`config.mk`:
```
export PLATFORM = sky130hd
export DESIGN_NAME = rom_loader
export DESIGN_NICKNAME = d
export VERILOG_FILES = /design/src/rtl/rom_loader_pkg.sv /design/src/rtl/rom_loader.sv
export SDC_FILE = /design/constraint.sdc
export NUM_CORES = 1
export LEC_CHECK = 0
export CORE_MARGIN = 3
export CORE_UTILIZATION = 47
export DETAILED_ROUTE_END_ITERATION = 12
export PLACE_DENSITY = 0.76
export SETUP_SLACK_MARGIN = 0.5
export SLEW_MARGIN = 5
export SYNTH_ARGS = -nofsm -noshare
export SYNTH_HDL_FRONTEND = slang
export SYNTH_SLANG_ARGS = --single-unit
```
`constraint.sdc`:
```
create_clock -name clk -period 2.5 [get_ports clk]
set_input_delay 0.375 -clock clk [delete_from_list [all_inputs] [get_ports clk]]
set_output_delay 0.375 -clock clk [all_outputs]
set_load 0.03 [all_outputs]
```
`src/rtl/rom_loader_pkg.sv`:
```
// Shared definitions for the ROM loader: data word geometry and loader FSM states.
package rom_loader_pkg;

    localparam int unsigned WORD_W     = 32;
    localparam int unsigned BYTE_LANES = 4;

    typedef enum logic [1:0] {
        ST_IDLE,
        ST_RECV,
        ST_WRITE,
        ST_DONE
    } load_state_t;

endpackage

```
`src/rtl/rom_loader.sv`:
```
// Streams little-endian program bytes into the instruction ROM write port and
// holds the CPU in reset while a load session is running.
module rom_loader
    import rom_loader_pkg::*;
#(
    parameter int unsigned ADDR_W    = 12,
    parameter bit          BOOT_HOLD = 1'b1
) (
    input  logic                clk,
    input  logic                rst_n,
    input  logic                load_start,
    input  logic [ADDR_W:0]     load_words,
    input  logic                byte_valid,
    input  logic [7:0]          byte_data,
    output logic                byte_ready,
    output logic                rom_we,
    output logic [ADDR_W-1:0]   rom_waddr,
    output logic [WORD_W-1:0]   rom_wdata,
    output logic                cpu_rst_n,
    output logic                load_busy,
    output logic                load_done,
    output logic                load_err
);

    localparam logic [ADDR_W:0] MAX_WORDS = {1'b1, {ADDR_W{1'b0}}};

    load_state_t     state;
    load_state_t     state_nx;

    logic [1:0]      byte_idx;
    logic [23:0]     lo_bytes;
    logic [ADDR_W:0] words_total;
    logic [ADDR_W:0] last_idx;
    logic            last_word;
    logic            start_ok;
    logic            start_zero;
    logic            start_bad;
    logic            byte_hs;

    assign start_zero = load_start && (load_words == '0);
    assign start_ok   = load_start && (load_words != '0) && (load_words <= MAX_WORDS);
    assign start_bad  = load_start && (load_words > MAX_WORDS);
    assign byte_hs    = byte_valid && (state == ST_RECV);
    assign last_idx   = words_total - (ADDR_W+1)'(1);
    assign last_word  = ({1'b0, rom_waddr} == last_idx);

    always_ff @(posedge clk or negedge rst_n) begin
        if (!rst_n) state <= ST_IDLE;
        else        state <= state_nx;
    end

    always_comb begin
        state_nx   = state;
        byte_ready = 1'b0;
        rom_we     = 1'b0;
        load_done  = 1'b0;
        load_busy  = 1'b1;
        case (state)
            ST_IDLE: begin
                load_busy = 1'b0;
                if (start_ok)        state_nx = ST_RECV;
                else if (start_zero) state_nx = ST_DONE;
            end
            ST_RECV: begin
                byte_ready = 1'b1;
                if (byte_valid && (byte_idx == 2'd3)) state_nx = ST_WRITE;
            end
            ST_WRITE: begin
                rom_we   = 1'b1;
                state_nx = last_word ? ST_DONE : ST_RECV;
            end
            ST_DONE: begin
                load_done = 1'b1;
                state_nx  = ST_IDLE;
            end
            default: state_nx = ST_IDLE;
        endcase
    end

    // The 4th byte goes straight into rom_wdata, so the output register only
    // ever changes with a complete word and holds it between writes.
    always_ff @(posedge clk or negedge rst_n) begin
        if (!rst_n) begin
            byte_idx    <= '0;
            lo_bytes    <= '0;
            words_total <= '0;
            rom_waddr   <= '0;
            rom_wdata   <= '0;
            load_err    <= 1'b0;
            cpu_rst_n   <= ~BOOT_HOLD;
        end else begin
            case (state)
                ST_IDLE: begin
                    if (start_ok || start_zero) load_err <= 1'b0;
                    else if (start_bad)         load_err <= 1'b1;
                    if (start_ok) begin
                        byte_idx    <= '0;
                        rom_waddr   <= '0;
                        words_total <= load_words;
                        cpu_rst_n   <= 1'b0;
                    end
                end
                ST_RECV: begin
                    if (byte_hs) begin
                        byte_idx <= byte_idx + 2'd1;
                        case (byte_idx)
                            2'd0:    lo_bytes[7:0]   <= byte_data;
                            2'd1:    lo_bytes[15:8]  <= byte_data;
                            2'd2:    lo_bytes[23:16] <= byte_data;
                            default: rom_wdata       <= {byte_data, lo_bytes};
                        endcase
                    end
                end
                ST_WRITE: begin
                    if (!last_word) rom_waddr <= rom_waddr + ADDR_W'(1);
                end
                ST_DONE: begin
                    cpu_rst_n <= 1'b1;
                end
                default: ;
            endcase
        end
    end

endmodule
```
==> metrics.yaml <==
power_and_ir_drop:
  clkPwrFrac_pct: 13.8
  switching_share_pct: 39.7
  p_int_mw: 3.90
  power_density_nw_per_um2: 1180
  p_comb_share_pct: 47.5
  power.net_switching_mw: 2.57
  power.leakage_nw: 2.47
  pwr-share-seq_pct: 38.7
  ir_drop_mv: 0.692
setup_path:
  critPathMostFrequentCell: "a21oi_2"
  cp.arrival_ns: 2.74
  path_cells: "or3_4 > o31ai_4 > a21oi_2 > a211oi_2 > nor4_4 > buf_12 > or4_1 > a21oi_2"
  rr_endpoint: "rom_waddr[4]"
  cp-start-kind: "register"
  required_ns: 2.80
  r2r_slack_ns: 0.06
  worstSetupStartpoint: "words_total[2]"
  crit_fanout: 19
  crit_path_end: "rom_waddr[4]"
  cp_slowest_cell: "or4_1"
  crit_cells: 8
  crit_family: "simple AND/OR/NAND/NOR gates"
  path_buf_inv: 1
  critPathMaxStageDelay_ns: 0.51
  r2r_start: "words_total[2]"
  r2r_cells: 8
  criticalPathCategory: "reg -> reg"
  critPathCaptureType: "register"
clock_tree:
  cts_hold_repair.buffers: 0
  clk_latency_ns: 0.36
  ctsLongestPathBuffers: 2
  h-tree-depth: 3
  cts_sinks: 87
  cts_root_buf: "clkbuf_8"
  cts_tree: "built"
  cts.clk_slew.worst_paths_ns: 0.09
  cts_inserted_buffers: 9
place:
  dp_hpwl_mm: 6.65
  place_inst: 535
  gp_congestion: 0.869
  numPortBuffers: 74
yosys:
  yosysUniqueCellTypes: 48
  synthesis.nets: 378
  async_flop_share_pct: 100
  synth_area_um2: 4040
  yosysSeqAreaShare_pct: 53.9
  synth_area_per_cell_um2: 11.6
  netlist_instances: 347
  synth_seq_cells: 87
  synth_warnings: 0
  synth_edf_count: 0
  synth-main-ff-cell: "dfrtp_1"
sta:
  period_needed_ns: 2.44
  drv_slew: 0
  rsz0062_at_grt: "yes"
  worst_pin_slew_ns: 0.847
  fin_skew_ns: 0.0122
  whs_ns: 0.108
  final-hold-violation-count: 0
  fin_crit_sh_pct: 97.5
  finalSetupViolCount: 0
  max_freq_ghz: 0.410
  finalSetupTns_ns: 0
  slew_headroom_pct: 43.5
finish:
  antenna_cells: 0
  syn_to_final_growth_pct: 35.6
  register_area_um2: 2180
  layout.nets: 485
  drive_gt1_share_pct: 33.6
  nFillCells: 629
  multiInputGateArea_um2: 1890
  final_cells: 564
drt:
  drt-initial-drc-count: 92
  wl_per_cell_um: 17.3
  drc: 0
  ant_nets: 0
  dr_total_vias: 3131
  firstDrtPassIters: 4
  wirelength_mm: 9.77
  via_per_inst: 5.55
global_routing:
  grt_pass1_wl_mm: 15.7
  grt.total_usage_pct: 20.1
  grt_pass1_vias: 3207
  antenna_found_initial: 0
  overflow: 0
  grt_start_max_net_pins: 68
floorplanning:
  die_h_um: 98.7
  placementRows: 33
  die_w_um: 98.7
  io_pins: 75
  initial_utilization_pct: 48.7
  core_um2: 8300
  die-area_um2: 9740
run_status:
  status: "finished, final reports clean"
flow_run:
  cap_violations: 0
min_path:
  hold_class: "in -> async"
cell usage in the layout, fill, tap and decap left out, drive strengths merged, types with 2 or more instances in the layout:
cell / instances
nand2: 54
or3: 8
a21oi: 6
nand3b: 4
or2: 2
nor2b: 3
nor3: 3
dfrtp: 87
o31ai: 4
nand4: 3
xor2: 4
nand3: 10
clkbuf: 19
buf: 35
nor4b: 3
a31oi: 2
ha: 6
dlymetal6s2s: 8
clkdlybuf4s50: 51
mux2i: 5
inv: 10
clkinvlp: 2
mux2: 57
o211ai: 2
o21ai: 12
and2: 3
nor4: 8
nor2: 7
dlygate4sd2: 6
nand2b: 6
or4: 4
xnor2: 9
a211oi: 2
a21o: 2
metrics by stage:
step / power (mW) / setup WS [ns] / utilization [%] / instance area [um2]
after floorplan: 4.30 / 0.0777 / - / 4080
after global placement: 5.34 / -0.347 / 61.1 / 5070
after detailed placement: 5.46 / -0.432 / 61.1 / 5070
after CTS: 6.40 / 0.0779 / 64.1 / 5320
after global routing: 6.84 / -0.0263 / 66.0 / 5480
final: 6.46 / 0.0627 / 66.0 / 5480
cell usage after synthesis (2+ instances only):
| library cell | number | area share (%) |
|---|---|---|
| and2_1 | 3 | 0.46 |
| a211oi_2 | 2 | 0.62 |
| inv_1 | 8 | 0.74 |
| nand3b_1 | 4 | 0.74 |
| nand3_1 | 10 | 1.2 |
| nand2b_1 | 6 | 0.93 |
| nor4_1 | 7 | 1.1 |
| xor2_1 | 4 | 0.87 |
| nand2_1 | 54 | 5.0 |
| xnor2_1 | 9 | 2.0 |
| nand4_1 | 3 | 0.46 |
| a21oi_1 | 6 | 0.74 |
| a31oi_1 | 2 | 0.31 |
| nor2_1 | 6 | 0.56 |
| dfrtp_1 | 87 | 54 |
| nor3_1 | 2 | 0.25 |
| nor2b_1 | 3 | 0.46 |
| nor4b_1 | 3 | 0.65 |
| or3_2 | 4 | 0.74 |
| o211ai_1 | 2 | 0.37 |
| mux2i_1 | 5 | 1.2 |
| or3_1 | 4 | 0.62 |
| mux2_2 | 57 | 16 |
| o31ai_1 | 4 | 0.74 |
| buf_1 | 4 | 0.37 |
| clkbuf_1 | 7 | 0.65 |
| o21ai_0 | 12 | 1.5 |
| or4_1 | 2 | 0.37 |
| or2_2 | 2 | 0.31 |
| a21o_1 | 2 | 0.37 |
| ha_1 | 6 | 1.9 |
kinds of logic (layout without fill, tap and decap cells):
logic type / after synthesis / count (layout) / synth area share [%]
AND/OR/NAND/NOR: 123 / 123 / 16.4
flip-flops: 87 / 87 / 53.9
multiplexers: 62 / 62 / 17.1
AO/OA/AOI/OAI: 35 / 35 / 5.70
buffers and inverters: 21 / 133 / 2.17
XOR/XNOR: 13 / 13 / 2.82
adder cells (fa/ha/maj): 6 / 6 / 1.86
repair_timing:
action / CTS / global route
pin swaps: 8 / 7
buffers inserted: 8 / 2
gates cloned: 0 / 3
gates resized for setup: 25 / 44
setup endpoints to repair: 20 / 33
cell type report:
cell class                      instances  area share [%]
Sequential cell                        87            39.9
Multi-Input combinational cell        239            34.5
Clock buffer                           11            2.40
Timing Repair Buffer                  109            19.5
Clock inverter                          5           0.754
Inverter                                8           0.594
Tap cell                              105            2.40
power by group through the flow:
stage / Clock (mW) / Sequential (mW) / Combinational [mW]
finish: 0.890 / 2.50 / 3.07
global route: 0.957 / 2.59 / 3.29
CTS: 0.913 / 2.49 / 2.99
detailed placement: 0 / 2.51 / 2.95
global placement: 0 / 2.47 / 2.87
floorplan: 0 / 2.97 / 1.33
per-layer routing:
layer | up-vias | routed length [um] | GRT usage [%]
met5 | - | 0 | 0
met4 | 0 | 168 | 7.46
met3 | 18 | 827 | 5.87
met2 | 133 | 4760 | 33.1
met1 | 1542 | 4020 | 25.2
li1 | 1438 | - | -
worst min-delay path by stage:
stage,end,cells after the start
5_1_grt,rom_waddr[3],1
4_1_cts,rom_waddr[3],1
3_5_place_dp,cpu_rst_n,1
3_3_place_gp,cpu_rst_n,1
6_report,rom_waddr[3],1
2_1_floorplan,byte_idx[0],0
registers in the layout, summed over array words and instances (netlist names):
| name | flops |
|---|---|
| state | 2 |
| rom_waddr | 12 |
| cpu_rst_n | 1 |
| words_total | 13 |
| byte_idx | 2 |
| lo_bytes | 24 |
| rom_wdata | 32 |
| load_err | 1 |
No activity file was read; power rests on OpenSTA's default activity.
